<file path="config.mk">
export PLATFORM = sky130hd
export DESIGN_NAME = axi4_m_r_req_split_flat
export DESIGN_NICKNAME = d
export VERILOG_FILES = /design/src/rtl/axi4_m_r_req_split_pkg.sv /design/src/rtl/axi4_m_r_req_split_if.sv /design/src/rtl/axi4_m_r_req_split_fifo.sv /design/src/rtl/axi4_m_r_req_split.sv /design/src/flat_wrapper.sv
export SDC_FILE = /design/constraint.sdc
export NUM_CORES = 1
export LEC_CHECK = 0
export BUFFER_PORTS_ARGS = -buffer_cell sky130_fd_sc_hd__buf_2
export CAP_MARGIN = 25
export CORE_MARGIN = 5
export CORE_UTILIZATION = 60
export DETAILED_ROUTE_END_ITERATION = 8
export GPL_TIMING_DRIVEN = 0
export PLACE_DENSITY_LB_ADDON = 0.1
export SKIP_LAST_GASP = 1
export SLEW_MARGIN = 20
export SYNTH_ARGS = -nofsm -noshare
export SYNTH_HDL_FRONTEND = slang
export SYNTH_SLANG_ARGS = --single-unit
export TNS_END_PERCENT = 30
</file>
<file path="constraint.sdc">
create_clock -name i_clk -period 7.2 [get_ports i_clk]
set_input_delay 0 -clock i_clk [delete_from_list [all_inputs] [get_ports i_clk]]
set_output_delay 0 -clock i_clk [all_outputs]
set_load 0.01 [all_outputs]
</file>
<file path="src/rtl/axi4_m_r_req_split_pkg.sv">
// Shared definitions for the read side of the AXI4 bridge: protocol constants,
// the request-splitter state encoding and the AxSIZE helper.
package axi4_bridge_pkg;

    localparam int         AXI_4K         = 4096;
    localparam logic [1:0] AXI_BURST_INCR = 2'b01;

    typedef enum logic [1:0] {
        RS_IDLE  = 2'd0,
        RS_ISSUE = 2'd1,
        RS_WAIT  = 2'd2
    } rs_state_e;

    // AxSIZE encoding for a beat of stbw bytes.
    function automatic logic [2:0] size_of(input int stbw);
        return 3'($clog2(stbw));
    endfunction

endpackage

</file>
<file path="src/rtl/axi4_m_r_req_split_if.sv">
// Command and request bundle between the host command source, the splitter and
// the AXI4 read master. The master view is the host / read-master side; the
// slave view is the splitter itself.
interface axi4_m_r_req_split_if #(
    parameter int ADRW = 32,
    parameter int BYTW = 13
);
    logic [ADRW-1:0] cmd_addr;
    logic [BYTW-1:0] cmd_bytes;
    logic            cmd_valid;
    logic            cmd_ready;
    logic [ADRW-1:0] req_addr;
    logic [7:0]      req_len;
    logic [2:0]      req_size;
    logic            req_valid;
    logic            i_done;

    modport master (
        output cmd_addr, cmd_bytes, cmd_valid, i_done,
        input  cmd_ready, req_addr, req_len, req_size, req_valid
    );

    modport slave (
        input  cmd_addr, cmd_bytes, cmd_valid, i_done,
        output cmd_ready, req_addr, req_len, req_size, req_valid
    );
endinterface

</file>
<file path="src/rtl/axi4_m_r_req_split_fifo.sv">
// Small synchronous command FIFO holding {address, byte count} entries.
// Pointers carry one extra wrap bit so full and empty are unambiguous.
module axi4_rd_cmd_fifo #(
    parameter int WIDTH = 45,
    parameter int DEPTH = 4
) (
    input  logic             i_clk,
    input  logic             i_rst,
    input  logic             push_i,
    input  logic [WIDTH-1:0] wdata_i,
    input  logic             pop_i,
    output logic [WIDTH-1:0] rdata_o,
    output logic             full_o,
    output logic             empty_o
);
    localparam int AW = $clog2(DEPTH);

    logic [WIDTH-1:0] mem_q [DEPTH];
    logic [AW:0]      wptr_q;
    logic [AW:0]      rptr_q;
    logic             wr_en;
    logic             rd_en;

    assign empty_o = (wptr_q == rptr_q);
    assign full_o  = (wptr_q[AW] != rptr_q[AW]) && (wptr_q[AW-1:0] == rptr_q[AW-1:0]);
    assign wr_en   = push_i && !full_o;
    assign rd_en   = pop_i && !empty_o;
    assign rdata_o = mem_q[rptr_q[AW-1:0]];

    // Pointer update; reset flushes the queue.
    always_ff @(posedge i_clk or posedge i_rst) begin
        if (i_rst) begin
            wptr_q <= '0;
            rptr_q <= '0;
        end else begin
            if (wr_en) wptr_q <= wptr_q + 1'b1;
            if (rd_en) rptr_q <= rptr_q + 1'b1;
        end
    end

    // Entry storage; contents are only meaningful between the pointers.
    always_ff @(posedge i_clk) begin
        if (wr_en) mem_q[wptr_q[AW-1:0]] <= wdata_i;
    end

endmodule

</file>
<file path="src/rtl/axi4_m_r_req_split.sv">
// Read command splitter: queues host read commands and turns each into a
// sequence of INCR bursts that never cross a 4 KB page and never exceed
// MAX_BEATS, handing one burst at a time to the AXI4 read master and waiting
// for its last R beat before issuing the next.
module axi4_m_r_req_split
    import axi4_bridge_pkg::*;
#(
    parameter int ADRW      = 32,
    parameter int DATW      = 256,
    parameter int BYTW      = 13,
    parameter int MAX_BEATS = 256,
    parameter int DEPTH     = 4
) (
    input  logic                 i_clk,
    input  logic                 i_rst,
    axi4_m_r_req_split_if.slave  bus,
    output logic                 o_busy,
    output logic                 o_err_done
);
    localparam int STBW = DATW / 8;
    localparam int SZ   = $clog2(STBW);
    // Wide enough for a rounded-up byte count and for a full page of beats.
    localparam int NW   = (BYTW + 1 > 14) ? BYTW + 1 : 14;

    rs_state_e state_q, state_d;

    logic [ADRW-1:0] cur_addr_q, cur_addr_d;
    logic [NW-1:0]   rem_q, rem_d;
    logic [ADRW-1:0] req_addr_q, req_addr_d;
    logic [7:0]      req_len_q, req_len_d;
    logic            req_valid_q, req_valid_d;
    logic            err_q, err_d;

    logic                 fifo_push;
    logic                 fifo_pop;
    logic                 fifo_full;
    logic                 fifo_empty;
    logic [ADRW+BYTW-1:0] fifo_rdata;
    logic [ADRW-1:0]      fifo_addr;
    logic [BYTW-1:0]      fifo_bytes;
    logic                 cmd_ready;

    logic [NW-1:0] pop_beats;
    logic [NW-1:0] page_room;
    logic [NW-1:0] burst_n;

    function automatic logic [NW-1:0] min3(input logic [NW-1:0] a,
                                           input logic [NW-1:0] b,
                                           input logic [NW-1:0] c);
        logic [NW-1:0] m;
        m = (a < b) ? a : b;
        return (m < c) ? m : c;
    endfunction

    // Ready is held low while reset is asserted, independent of FIFO state.
    assign cmd_ready  = !fifo_full && !i_rst;
    assign fifo_push  = bus.cmd_valid && cmd_ready;
    assign fifo_addr  = fifo_rdata[ADRW+BYTW-1:BYTW];
    assign fifo_bytes = fifo_rdata[BYTW-1:0];

    axi4_rd_cmd_fifo #(
        .WIDTH (ADRW + BYTW),
        .DEPTH (DEPTH)
    ) u_fifo (
        .i_clk   (i_clk),
        .i_rst   (i_rst),
        .push_i  (fifo_push),
        .wdata_i ({bus.cmd_addr, bus.cmd_bytes}),
        .pop_i   (fifo_pop),
        .rdata_o (fifo_rdata),
        .full_o  (fifo_full),
        .empty_o (fifo_empty)
    );

    // Burst sizing: rounded-up beat count at load, then the page/length limits.
    assign pop_beats = (NW'(fifo_bytes) + NW'(STBW - 1)) >> SZ;
    assign page_room = (NW'(AXI_4K) - NW'(cur_addr_q[11:0])) >> SZ;
    assign burst_n   = min3(rem_q, page_room, NW'(MAX_BEATS));

    assign bus.cmd_ready = cmd_ready;
    assign bus.req_addr  = req_addr_q;
    assign bus.req_len   = req_len_q;
    assign bus.req_size  = size_of(STBW);
    assign bus.req_valid = req_valid_q;
    assign o_busy        = (state_q != RS_IDLE) || !fifo_empty;
    assign o_err_done    = err_q;

    // State register.
    always_ff @(posedge i_clk or posedge i_rst) begin
        if (i_rst) state_q <= RS_IDLE;
        else       state_q <= state_d;
    end

    // Next state, FIFO pop and the working/request register updates.
    always_comb begin
        state_d     = state_q;
        cur_addr_d  = cur_addr_q;
        rem_d       = rem_q;
        req_addr_d  = req_addr_q;
        req_len_d   = req_len_q;
        req_valid_d = 1'b0;
        fifo_pop    = 1'b0;
        // A completion outside WAIT has no burst to belong to; remember it.
        err_d       = err_q | (bus.i_done && (state_q != RS_WAIT));

        case (state_q)
            RS_IDLE: begin
                if (!fifo_empty) begin
                    fifo_pop   = 1'b1;
                    cur_addr_d = fifo_addr & ~ADRW'(STBW - 1);
                    rem_d      = pop_beats;
                    // Zero-length commands are consumed without a request.
                    if (pop_beats != '0) state_d = RS_ISSUE;
                end
            end
            RS_ISSUE: begin
                req_addr_d  = cur_addr_q;
                req_len_d   = 8'(burst_n - NW'(1));
                req_valid_d = 1'b1;
                cur_addr_d  = cur_addr_q + (ADRW'(burst_n) << SZ);
                rem_d       = rem_q - burst_n;
                state_d     = RS_WAIT;
            end
            RS_WAIT: begin
                if (bus.i_done) state_d = (rem_q != '0) ? RS_ISSUE : RS_IDLE;
            end
            default: state_d = RS_IDLE;
        endcase
    end

    // Working address/count, registered request outputs and the sticky error.
    always_ff @(posedge i_clk or posedge i_rst) begin
        if (i_rst) begin
            cur_addr_q  <= '0;
            rem_q       <= '0;
            req_addr_q  <= '0;
            req_len_q   <= '0;
            req_valid_q <= 1'b0;
            err_q       <= 1'b0;
        end else begin
            cur_addr_q  <= cur_addr_d;
            rem_q       <= rem_d;
            req_addr_q  <= req_addr_d;
            req_len_q   <= req_len_d;
            req_valid_q <= req_valid_d;
            err_q       <= err_d;
        end
    end

endmodule

</file>
<file path="src/flat_wrapper.sv">
// flat-port wrapper written by rule: the top's interface ports become plain ports
module axi4_m_r_req_split_flat import axi4_bridge_pkg::*;
#(
    parameter int ADRW      = 32,
    parameter int DATW      = 256,
    parameter int BYTW      = 13,
    parameter int MAX_BEATS = 256,
    parameter int DEPTH     = 4
)
  (i_clk, i_rst, o_busy, o_err_done, bus_cmd_addr, bus_cmd_bytes, bus_cmd_valid, bus_i_done, bus_cmd_ready, bus_req_addr, bus_req_len, bus_req_size, bus_req_valid);
  axi4_m_r_req_split_if #(.ADRW(ADRW), .BYTW(BYTW)) bus_i ();
  input  logic i_clk;
  input  logic i_rst;
  output logic o_busy;
  output logic o_err_done;
  input wire logic [$bits(bus_i.cmd_addr)-1:0] bus_cmd_addr;
  input wire logic [$bits(bus_i.cmd_bytes)-1:0] bus_cmd_bytes;
  input wire logic [$bits(bus_i.cmd_valid)-1:0] bus_cmd_valid;
  input wire logic [$bits(bus_i.i_done)-1:0] bus_i_done;
  output wire logic [$bits(bus_i.cmd_ready)-1:0] bus_cmd_ready;
  output wire logic [$bits(bus_i.req_addr)-1:0] bus_req_addr;
  output wire logic [$bits(bus_i.req_len)-1:0] bus_req_len;
  output wire logic [$bits(bus_i.req_size)-1:0] bus_req_size;
  output wire logic [$bits(bus_i.req_valid)-1:0] bus_req_valid;
  assign bus_i.cmd_addr = bus_cmd_addr;
  assign bus_i.cmd_bytes = bus_cmd_bytes;
  assign bus_i.cmd_valid = bus_cmd_valid;
  assign bus_i.i_done = bus_i_done;
  assign bus_cmd_ready = bus_i.cmd_ready;
  assign bus_req_addr = bus_i.req_addr;
  assign bus_req_len = bus_i.req_len;
  assign bus_req_size = bus_i.req_size;
  assign bus_req_valid = bus_i.req_valid;
  axi4_m_r_req_split #(.ADRW(ADRW), .DATW(DATW), .BYTW(BYTW), .MAX_BEATS(MAX_BEATS), .DEPTH(DEPTH)) u_core (.i_clk(i_clk), .i_rst(i_rst), .bus(bus_i), .o_busy(o_busy), .o_err_done(o_err_done));
endmodule
</file>
== After elaboration in Yosys (flattened, before gate mapping) ==
Memory sizes are Yosys's and may differ from the RTL's.
Index checks and enable logic that the tools add are counted.
Word-level totals
  bits in registers: 96
  memory bits (writable): 180
  output and inout port bits: 47
  logic and storage cells: 62
  memories: 1
Operators by class
  add/subtract/negate cells: 7
  magnitude comparators: 2
  equality and inequality tests: 9
  multiplexer cells: 16
  bitwise logic cells: 1
  reductions and logical operators: 17
Memories
  u_core.u_fifo.mem_q: depth 4, bits a word 45, read ports 1, clocked after Yosys merged registers in 0, write ports 1, line axi4_m_r_req_split_fifo.sv:18  | logic [WIDTH-1:0] mem_q [DEPTH];
Operators with widths (number)
  32-bit case mux with 2 select lines: 1
  14-bit two-way mux: 3
  32-bit by 19-bit adder with 32-bit output: 1
  32-bit two-way mux: 1
  14-bit case mux with 2 select lines: 1
  14-bit nonzero test: 2
  13-bit by 5-bit adder with 14-bit output (second input constant): 1
  14-bit by 9-bit less-than comparator with 1-bit output: 1
  14-bit by 9-bit less-than comparator with 1-bit output (second input constant): 1
  13-bit by 12-bit subtractor with 14-bit output (first input constant): 1
  14-bit subtractor: 1
  8-bit by 1-bit subtractor with 8-bit output (second input constant): 1
  3-bit by 1-bit adder with 3-bit output (second input constant): 2
  1-bit logical AND: 6
  1-bit two-way mux: 6
  2-bit two-way mux: 3
  2-bit != test (second input constant): 3
  2-bit case mux with 3 select lines: 1
  2-bit nonzero test: 2
  3-bit == test: 1
  1-bit zero test: 3
  3-bit AND reduction: 1
  2-bit by 1-bit == test with 1-bit output (second input constant): 1
  2-bit == test: 1
  other kinds (7): 7

== Depth between registers and ports, before layout ==
Gate-level depths: netlist of the first run.
  word-level depth: 8
  depth in mapped cells: 26
  gate-level depth less buffers: 23

== Hierarchy ==
Synthesis of the first run repeated with hierarchy kept, for this count alone.
Unflattened totals
  cells, all modules: 925
  area, all modules: 12281.8 sq um
By module, submodules not included
  axi4_rd_cmd_fifo: times used 1, cells an instance 285, area an instance 6961.7 sq um, seq. area each 5555.3 sq um
  axi4_m_r_req_split: times used 1, cells an instance 640, area an instance 5320.1 sq um, seq. area each 2001.9 sq um

== Worst setup path before layout of the first run ==
OpenSTA, ideal clock, no wires.
  path kind: register to register
  start: reg u_core.cur_addr_q[6]
  end: reg u_core.cur_addr_q[26]
  setup time: 129 ps
  arrival: 4958 ps
  required time: 7071 ps
  path slack: 2112 ps
  stages on the path, launching flop included: 24
  buffers on the path: 3
  cells stage by stage: dfrtp_1 > inv_1 > ha_1 > nand2_1 > or3_1 > xor2_1 > inv_1 > ha_1 > nand4_1 > or4_4 > and2_1 > buf_6 > buf_4 > a21oi_1 > inv_2 > ha_1 > a211oi_2 > o211ai_2 > a41oi_2 > nor4b_1 > o31a_1 > buf_6 > a311oi_1 > nor3_1
On the way
  longest elaborated chain between the ends: 7
Ends and longest elaborated chain
  from (decl): line axi4_m_r_req_split.sv:27  | logic [ADRW-1:0] cur_addr_q, cur_addr_d;
  from (signal assigned): line axi4_m_r_req_split.sv:141  | cur_addr_q <= cur_addr_d;
  13-bit by 12-bit subtractor with 14-bit output: line axi4_m_r_req_split.sv:77  | assign page_room = (NW'(AXI_4K) - NW'(cur_addr_q[11:0])) >> SZ;
  14-bit by 9-bit less-than comparator with 1-bit output: line axi4_m_r_req_split.sv:51  | m = (a < b) ? a : b;
  14-bit two-way mux: line axi4_m_r_req_split.sv:51
  14-bit by 9-bit less-than comparator with 1-bit output: line axi4_m_r_req_split.sv:52  | return (m < c) ? m : c;
  14-bit two-way mux: line axi4_m_r_req_split.sv:52
  32-bit by 19-bit adder with 32-bit output (*): line axi4_m_r_req_split.sv:120  | cur_addr_d = cur_addr_q + (ADRW'(burst_n) << SZ);
  32-bit case mux with 2 select lines (*): line axi4_m_r_req_split.sv:106  | case (state_q)
Mark *: on every way between the ends. The rest lies on a longest branch, timed or not.
A chain may end at the register's enable or synchronous reset.

== Worst setup path in the final report of the first run ==
  start: reg u_core.cur_addr_q[6]
  end: reg u_core.cur_addr_q[27]
The elaborated chain is that of the path after synthesis.

==> flow_summary.yaml, run 1 <==
outcome:
  status: "complete, no violations"
placed_design:
  gp_congestion: 0.878
  portBuffers: 82
  dpl_cell_area_sq_um: 12400
  dp_hpwl_um: 17500
  dp.cells: 1227
layout:
  fill_cells: 1284
  stdcell_area_sq_um: 13600
  area_growth_pct: 18.5
  layout-drive-gt1-share: 0.189
  layout_common_cells: "edfxtp_1, nand2_1, buf_2"
  seqCellArea_sq_um: 6960
  num-nets-final: 1156
  multi_input_area_sq_um: 4250
  layout_commonest_cell: "edfxtp_1"
  finalNonFillerCells: 1316
die:
  die_x_um: 148
  core_sq_um: 18800
  pin_count: 96
  die_y_um: 148
  dieArea_sq_um: 22000
  start_util: 0.612
  rows: 50
routing:
  drcViolationCount: 0
  vias: 7760
  drt_iter0_drc: 560
  postRouteWirelength_um: 25800
  dr.pass1.iters: 6
  drtAntennaViolNets: 0
  wl_per_cell_um: 19.6
  drt-vias-per-instance: 5.90
cts:
  clock_latency_ns: 0.54
  cts-root-buf: "clkbuf_16"
  htreeDepth: 1
  cts_buffer_depth: 3
  clock-sinks: 246
  cts_setup_buffers: 0
  cts_hold_buf: 43
  numCtsBuffers: 25
  cts_tree: "built"
  clk_pin_slew_ns: 0.06
  cts_resized: 0
synthesis:
  async_flop_share: 0.350
  synthXorXnorAreaFrac: 0.0328
  synthMuxAreaShare: 0.0733
  ys_types: 72
  yosys.area_share.simple: 0.108
  syn_inst: 889
  synth_edf_count: 160
  yosysSeqAreaShare: 0.606
  synthAdderAreaFrac: 0.0492
  ys_warn_count: 0
  ys.flop_type: "edfxtp_1"
  avgSynthCellArea_sq_um: 12.9
  synth_compound_area_frac: 0.100
  synth_area_sq_um: 11500
  ys_seq_elements: 246
  synth_top_family_by_area: "simple AND/OR/NAND/NOR gates"
power:
  power_density_nw_per_um2: 490
  ir_drop_mv: 0.238
  leakage_nw: 5.41
global_routing:
  grtUsageTotal: 0.238
  grt_pass1_wl_um: 41300
  first_global_vias: 7682
  grt_overflow_total: 0
  antenna_found_initial: 1
  grt_start_max_net_pins: 57
timing:
  relSlewSlack: 0.529
  slew_viol_final: 0
  finalClockSkew_ns: 0.0120
  hold_ws_ns: 0.0412
  finalCritPeriodShare: 0.841
  fmax_mhz: 165
  setup_tns_ns: 0
  hold_viol: 0
  finalSetupViolations: 0
  rsz0062_at_grt: "no"
  worst_pin_slew_ns: 0.702
  finalWorstPathRequiredPeriod_ns: 6.06
worst_hold_path:
  hold_path.class: "input pin to asynchronous set/reset pin"
worst_setup_path:
  crit_fanout: 10
  critPathRequiredTime_ns: 7.63
  path_class: "register to register"
  cp.arrival_ns: 6.49
  start_kind: "register"
  crit_path_end_kind: "register"
job:
  drv_cap: 0
## synthesized netlist by cell type, types with 6 or more instances
cell type	count	area (sq um)
a221oi_1	6	52.6
o211ai_1	6	45.0
a311oi_1	6	52.6
o21ai_1	11	55.1
o21a_1	7	52.6
a31oi_1	8	50.1
buf_2	9	45.0
a211oi_1	7	52.6
o22ai_1	13	81.3
nand2b_1	11	68.8
nand3_1	14	70.1
mux4_2	35	788
a21o_1	6	45.0
clkbuf_1	11	41.3
xnor2_1	22	193
nand2_1	125	469
a21oi_1	50	250
buf_1	8	30.0
o21ai_0	27	135
xor2_1	21	184
buf_4	12	90.1
nor3_1	12	60.1
edfxtp_1	160	4800
nor2_1	46	173
and2_1	6	37.5
and3_1	11	68.8
dfrtp_1	86	2150
ha_1	42	526
inv_1	26	97.6
## registers in the layout, summed over array words and instances, names as in the netlist, 2 cells and up
signal	cells
u_core.u_fifo.mem_q	160
u_core.bus.req_addr	27
u_core.cur_addr_q	27
u_core.rem_q	14
u_core.bus.req_len	8
u_core.u_fifo.rptr_q	3
u_core.u_fifo.wptr_q	3
u_core.state_q	2
## through the flow
stage | utilization | total power, W | setup WS (ns)
4_1_cts | 0.725 | 0.00667 | 1.21
3_3_place_gp | 0.653 | 0.00531 | 1.28
6_report | 0.725 | 0.00667 | 1.14
5_1_grt | 0.725 | 0.00717 | 0.792
2_1_floorplan | - | 0.00450 | 2.11
3_5_place_dp | 0.659 | 0.00536 | 1.23
## report_power, final
part | switching (W) | leakage, nW | internal (W) | total, W
registers | 0.000250 | 2.48 | 0.00188 | 0.00213
clock network | 0.000530 | 0.388 | 0.000733 | 0.00126
logic | 0.00193 | 2.54 | 0.00135 | 0.00328
total | 0.00271 | 5.41 | 0.00397 | 0.00667
## routing by layer
layer	track usage	part of all wire	wire (um)
met1	0.335	0.44	11300
met2	0.397	0.48	12500
met3	0.0356	0.058	1490
met4	0.0591	0.023	590
met5	0	0	0
## worst max-delay path: stages, from the launching register on
cell	delay, ns
dfrtp_1	0.46
inv_1	0.23
ha_1	0.24
nand2_1	0.09
or3_1	0.32
xor2_1	0.25
inv_1	0.11
ha_1	0.31
nand4_1	0.11
or4_4	0.58
and2_1	0.17
buf_6	0.14
buf_4	0.16
o21ai_1	0.36
ha_1	0.31
inv_1	0.07
fa_1	0.38
nand2b_1	0.19
a21oi_1	0.24
o211ai_1	0.15
nand3b_1	0.17
o221a_1	0.29
buf_2	0.25
nand2_1	0.08
a221oi_1	0.27
## final cells by class
type	count	area share
antenna	1	0.000184
buffer	42	0.0168
clock buffer	39	0.0535
clock inverter	6	0.00524
inverter	31	0.00873
multi-input combinational	587	0.313
sequential	246	0.511
tap	234	0.0215
timing repair buffer	130	0.0702
## cells by family (layout without fill, tap and decap cells)
family | Yosys count | after routing
fa+ha+maj | 44 | 44
other cells | 2 | 20
compound gates | 177 | 177
xor+xnor | 43 | 43
mux | 40 | 40
simple gates | 264 | 264
buf+inv | 73 | 248
flops | 246 | 246
## path summary, 6_finish.rpt
kind,from,end,slack (ns),cells after the start
setup / recovery,u_core.cur_addr_q[6]$_DFFE_PP0P_,u_core.cur_addr_q[27]$_DFFE_PP0P_,1.14,24
hold / removal,i_rst,u_core.state_q[1]$_DFFE_PP0P_,0.04,3
setup reg to reg,u_core.cur_addr_q[6]$_DFFE_PP0P_,u_core.cur_addr_q[27]$_DFFE_PP0P_,1.14,24
hold reg to reg,u_core.o_err_done$_DFF_PP0_,u_core.o_err_done$_DFF_PP0_,0.46,1
max in group asynchronous,i_rst,u_core.bus.req_addr[11]$_DFFE_PP0P_,6.51,4
min in group i_clk,bus_cmd_addr[5],u_core.u_fifo.mem_q[0][18]$_DFFE_PP_,0.21,2
Note: power is estimated with default switching activity, not from simulation.
==> inputs of run 2 (changes only) <==
--- a/config.mk
+++ b/config.mk
@@ -8,7 +8,7 @@
 export BUFFER_PORTS_ARGS = -buffer_cell sky130_fd_sc_hd__buf_2
 export CAP_MARGIN = 25
 export CORE_MARGIN = 5
-export CORE_UTILIZATION = 60
+export CORE_UTILIZATION = 54
 export DETAILED_ROUTE_END_ITERATION = 8
 export GPL_TIMING_DRIVEN = 0
 export PLACE_DENSITY_LB_ADDON = 0.1
==> constraint.sdc (replaced) <==
create_clock -name i_clk -period 5.3 [get_ports i_clk]
set_input_delay 0 -clock i_clk [delete_from_list [all_inputs] [get_ports i_clk]]
set_output_delay 0 -clock i_clk [all_outputs]
set_load 0.01 [all_outputs]
==> run 2 against run 1 <==
  * Critical path depth unchanged
  * Critical path type unchanged
  * Final area rose by 2.9%
  * Largest power group unchanged
  * Clock power grew 42%
==> flow_summary.yaml, run 2 (same netlist as run 1, synthesis figures left out) <==
outcome:
  status: "complete, no violations"
routing:
  drtAntennaViolNets: 0
  drcViolationCount: 0
  vias: 7663
  wl_per_cell_um: 19.2
  drt_iter0_drc: 584
  drt-vias-per-instance: 5.57
  dr.pass1.iters: 6
  postRouteWirelength_um: 26400
global_routing:
  first_global_vias: 7770
  antenna_found_initial: 2
  grt_start_max_net_pins: 56
  grt_pass1_wl_um: 42300
  grt_overflow_total: 0
  grtUsageTotal: 0.219
layout:
  largest_register_ffs: 160
  num-nets-final: 1171
  layout_commonest_cell: "edfxtp_1"
  area_growth_pct: 21.9
  fill_cells: 1591
  layout_common_cells: "edfxtp_1, nand2_1, buf_2"
  layout-drive-gt1-share: 0.224
cts:
  cts_buffer_depth: 3
  clock_latency_ns: 0.54
  numCtsBuffers: 26
  cts-root-buf: "clkbuf_16"
  clk_pin_slew_ns: 0.06
  clock-sinks: 246
  cts_tree: "built"
  htreeDepth: 1
power:
  leakage_nw: 5.53
  ir_drop_mv: 0.390
  power_density_nw_per_um2: 677
die:
  dieArea_sq_um: 24300
  die_y_um: 156
  core_sq_um: 21000
  pin_count: 96
  die_x_um: 156
  start_util: 0.548
  rows: 53
timing:
  fmax_mhz: 194
  finalCritPeriodShare: 0.974
  hold_viol: 0
  finalWorstPathRequiredPeriod_ns: 5.16
  relSlewSlack: 0.523
  finalWorstSetupSlack_ns: 0.139
  finalSetupViolations: 0
  finalClockSkew_ns: 0.0115
  setup_tns_ns: 0
  slew_viol_final: 0
  worst_pin_slew_ns: 0.715
worst_setup_path:
  start_kind: "register"
  cp_cell_sequence: "inv_4 -> ha_2 -> nand2_1 -> or3_4 -> xor2_4 -> inv_2 -> ha_4 -> nand4_1 -> or4_4 -> and2_1 -> buf_6 -> buf_4 -> o21ai_4 -> ha_4 -> inv_1 -> fa_1 -> nand2b_4 -> a21oi_4 -> o211ai_1 -> nand3b_1 -> o221a_1 -> buf_4 -> a31oi_1 -> a211o_1"
  path_class: "register to register"
  critPathRequiredTime_ns: 5.73
  cp.arrival_ns: 5.59
  crit_fanout: 10
  path_buf_inv: 6
  slowest_stage: "or4_4"
  path_delay_family: "simple AND/OR/NAND/NOR gates"
  cpPeakStageDelay_ns: 0.46
  crit_path_end_kind: "register"
  r2r_slack_ns: 0.14
job:
  drv_cap: 0
placed_design:
  gp_congestion: 0.889
  dp_hpwl_um: 18000
  portBuffers: 82
  post-place-ws_ns: -0.649
worst_hold_path:
  hold_path.class: "input pin to register"
[run 2: routing by layer]
| layer | routed length (um) | vias up | global-route usage |
|---|---|---|---|
| li1 | - | 3684 | - |
| met1 | 11700 | 3713 | 0.313 |
| met2 | 12700 | 220 | 0.360 |
| met3 | 1420 | 46 | 0.0311 |
| met4 | 561 | 0 | 0.0538 |
| met5 | 0 | - | 0 |
[run 2: worst paths after layout]
check | startpoint | to | cells past startpoint
setup / recovery | u_core.cur_addr_q[5]$_DFFE_PP0P_ | u_core.cur_addr_q[31]$_DFFE_PP0P_ | 24
hold / removal | bus_cmd_addr[29] | u_core.u_fifo.mem_q[1][42]$_DFFE_PP_ | 2
setup reg to reg | u_core.cur_addr_q[5]$_DFFE_PP0P_ | u_core.cur_addr_q[31]$_DFFE_PP0P_ | 24
hold reg to reg | u_core.o_err_done$_DFF_PP0_ | u_core.o_err_done$_DFF_PP0_ | 1
max in group asynchronous | i_rst | u_core.bus.req_addr[31]$_DFFE_PP0P_ | 5
min in group asynchronous | i_rst | u_core.u_fifo.wptr_q[2]$_DFFE_PP0P_ | 4
[run 2: cell type report]
type                            count  area, sq um  area share
Timing Repair Buffer              145         1070      0.0765
Buffer                             41          233      0.0166
Tap cell                          275          344      0.0246
Antenna cell                        2         5.00    0.000357
Clock buffer                       40          773      0.0552
Multi-Input combinational cell    587         4390       0.314
Sequential cell                   246         6960       0.497
Clock inverter                      8         95.1     0.00679
Inverter                           31          126     0.00903
[run 2: power breakdown]
part           leakage, nW  switching [W]  internal [W]  total [W]
combinational         2.64        0.00275       0.00201    0.00477
clock                0.420       0.000737       0.00106    0.00179
sequential            2.48       0.000362       0.00256    0.00292
[run 2: repair_timing]
| item | in CTS | in global routing |
|---|---|---|
| hold endpoints to repair | 251 | 0 |
| hold buffers | 44 | 0 |
| pin swaps | 4 | 10 |
| endpoints found under the setup margin | 23 | 19 |
| buffers inserted | 6 | 8 |
| resized for setup | 16 | 17 |
[run 2: through the flow]
step	total power [W]	area, sq um	utilization	hold WS (ns)	cells
3_3_place_gp	0.00725	12300	0.587	0.215	1263
3_5_place_dp	0.00732	12400	0.593	0.0186	1268
2_1_floorplan	0.00612	11600	-	0.0683	906
4_1_cts	0.00928	13800	0.660	0.183	1365
6_report	0.00948	14000	0.668	0.197	1375
5_1_grt	0.0102	14000	0.668	0.203	1375
==> inputs of run 3 (changes only) <==
--- a/config.mk
+++ b/config.mk
@@ -5,15 +5,16 @@
 export SDC_FILE = /design/constraint.sdc
 export NUM_CORES = 1
 export LEC_CHECK = 0
+export ABC_AREA = 1
 export BUFFER_PORTS_ARGS = -buffer_cell sky130_fd_sc_hd__buf_2
 export CAP_MARGIN = 25
 export CORE_MARGIN = 5
-export CORE_UTILIZATION = 54
+export CORE_UTILIZATION = 55
 export DETAILED_ROUTE_END_ITERATION = 8
 export GPL_TIMING_DRIVEN = 0
 export PLACE_DENSITY_LB_ADDON = 0.1
 export SKIP_LAST_GASP = 1
-export SLEW_MARGIN = 20
+export SLEW_MARGIN = 40
 export SYNTH_ARGS = -nofsm -noshare
 export SYNTH_HDL_FRONTEND = slang
 export SYNTH_SLANG_ARGS = --single-unit
==> run 3 against run 2 <==
  * Largest cell class unchanged
  * Die area rose by 4.1%
  * Clock power rose by 4%
  * Sequential power fell by 1%
  * Via count rose by 25%
  * Highest routed layer is now met5
==> flow_summary.yaml, run 3 <==
outcome:
  status: "complete, no violations"
layout:
  largest_register_ffs: 160
  fill_cells: 1757
  layout_commonest_cell: "nand2_1"
  antenna_cells: 0
  fin_util: 0.672
  num-nets-final: 1541
  layout-drive-gt1-share: 0.149
  stdcell_area_sq_um: 14700
  layout_common_cells: "nand2_1, edfxtp_1, nor2_1"
  area_growth_pct: 20.1
power:
  power_density_nw_per_um2: 676
  leakage_nw: 6.24
  ir_drop_mv: 0.350
routing:
  wl_per_cell_um: 17.6
  drt_iter0_drc: 877
  wl_met2_um: 14600
  drtAntennaViolNets: 0
  wl_met3_um: 1860
  drt-vias-per-instance: 5.49
  top_layer_used: "met5"
  vias: 9598
  dr.pass1.iters: 5
  wl_met1_um: 13400
  postRouteWirelength_um: 30700
  drcViolationCount: 0
timing:
  finalClockSkew_ns: 0.00829
  finalWorstPathRequiredPeriod_ns: 4.60
  finalCritPeriodShare: 0.868
  hold_viol: 0
  relSlewSlack: 0.481
  finalSetupViolations: 0
  finalWorstSetupSlack_ns: 0.701
  worst_pin_slew_ns: 0.778
  rsz0062_at_grt: "no"
  fmax_mhz: 217
  hold_ws_ns: 0.0639
  slew_viol_final: 0
synthesis:
  yosysMostFrequentCell: "nand2_1"
  ys_seq_elements: 246
  synth_top_cell_by_area: "edfxtp_1"
  ys.flop_type: "edfxtp_1"
  syn_inst: 1267
  synth_area_sq_um: 12200
  yosysSeqAreaShare: 0.569
  synthTopCellsByArea: "edfxtp_1, dfrtp_1, nand2_1"
  async_flop_share: 0.350
  synth_edf_count: 160
  avgSynthCellArea_sq_um: 9.64
  yosys-top-cells-count: "nand2_1, edfxtp_1, nor2_1, o21ai_0, inv_1"
  ys_types: 54
  synth_top_area_frac: 0.393
  ys_warn_count: 0
placed_design:
  gp_congestion: 0.868
  portBuffers: 82
  dp_hpwl_um: 21900
  post-place-ws_ns: 0.741
  dpl_cell_area_sq_um: 13300
worst_setup_path:
  slowest_stage: "dfrtp_1"
  crit_path_end_kind: "register"
  path_delay_family: "simple AND/OR/NAND/NOR gates"
  critPathRequiredTime_ns: 5.74
  path_class: "register to register"
  crit_fanout: 10
  cpPeakStageDelay_ns: 0.43
  start_kind: "register"
  path_buf_inv: 7
  cp.arrival_ns: 5.04
cts:
  clock-sinks: 246
  htreeDepth: 1
  cts_tree: "built"
  cts_resized: 0
  clock_latency_ns: 0.55
  cts-root-buf: "clkbuf_16"
  numCtsBuffers: 26
  cts_buffer_depth: 3
  clk_pin_slew_ns: 0.06
global_routing:
  grt_start_max_net_pins: 58
  first_global_vias: 9371
  grtUsageTotal: 0.237
  antenna_found_initial: 2
  grt_pass1_wl_um: 49200
  grt_overflow_total: 0
die:
  dieArea_sq_um: 25300
  start_util: 0.560
  rows: 54
  pin_count: 96
  die_x_um: 159
  die_y_um: 159
  core_sq_um: 21800
job:
  drv_cap: 0
worst_hold_path:
  hold_path.class: "input pin to register"
[run 3: layer usage]
metal  track usage  up-vias
met3        0.0386       60
li1              -     4698
met2         0.392      283
met1         0.327     4553
met4        0.0682        4
met5             0        -
[run 3: timing repair]
item,CTS,global route
hold buffers,43,0
hold endpoints to repair,249,0
buffers inserted,0,0
[run 3: layout make-up]
type | instances | area (sq um) | share of cell area
clock inverters | 10 | 131 | 0.00895
inverters | 113 | 432 | 0.0294
flip-flops and latches | 246 | 6960 | 0.474
multi-input cells | 869 | 4620 | 0.315
repair buffers | 136 | 1110 | 0.0754
plain buffers | 56 | 304 | 0.0207
well taps | 280 | 350 | 0.0239
clock buffers | 38 | 768 | 0.0524
[run 3: cell families after synthesis]
| family | synth area share |
|---|---|
| AND/OR/NAND/NOR | 0.190 |
| AO/OA/AOI/OAI | 0.120 |
| flip-flops | 0.569 |
| buffers and inverters | 0.0598 |
| adder cells (fa/ha/maj) | 0.0463 |
| XOR/XNOR | 0.0143 |
| other | 0.000615 |
[run 3: path summary, 6_finish.rpt]
kind | start | end | slack (ns) | cells after the start
max | u_core.cur_addr_q[5]$_DFFE_PP0P_ | u_core.cur_addr_q[23]$_DFFE_PP0P_ | 0.70 | 28
min | bus_cmd_valid | u_core.u_fifo.wptr_q[1]$_DFFE_PP0P_ | 0.06 | 4
max reg2reg | u_core.cur_addr_q[5]$_DFFE_PP0P_ | u_core.cur_addr_q[23]$_DFFE_PP0P_ | 0.70 | 28
min reg2reg | u_core.bus.req_addr[14]$_DFFE_PP0P_ | u_core.bus.req_addr[14]$_DFFE_PP0P_ | 0.47 | 2
max in group asynchronous | i_rst | u_core.u_fifo.wptr_q[1]$_DFFE_PP0P_ | 4.13 | 5
min in group asynchronous | i_rst | u_core.cur_addr_q[10]$_DFFE_PP0P_ | 0.58 | 4
[run 3: power breakdown]
part | switching, W | internal [W] | total, W | leakage [nW]
Sequential | 0.000321 | 0.00256 | 0.00288 | 2.47
Combinational | 0.00340 | 0.00177 | 0.00518 | 3.33
Clock | 0.000758 | 0.00111 | 0.00187 | 0.438
[run 3: worst min-delay path, stage by stage]
cell and delay [ns]:
buf_2 0.08, nand2_1 0.27, nor2_1 0.18, a21oi_1 0.04
[run 3: per-stage QoR]
step | power, W | setup TNS [ns] | std cells
after floorplan | 0.00646 | 0 | 1284
after global placement | 0.00784 | -256.99 | 1646
after detailed placement | 0.00800 | 0 | 1657
after CTS | 0.00992 | 0 | 1748
after global routing | 0.0107 | 0 | 1748
final | 0.00992 | 0 | 1748
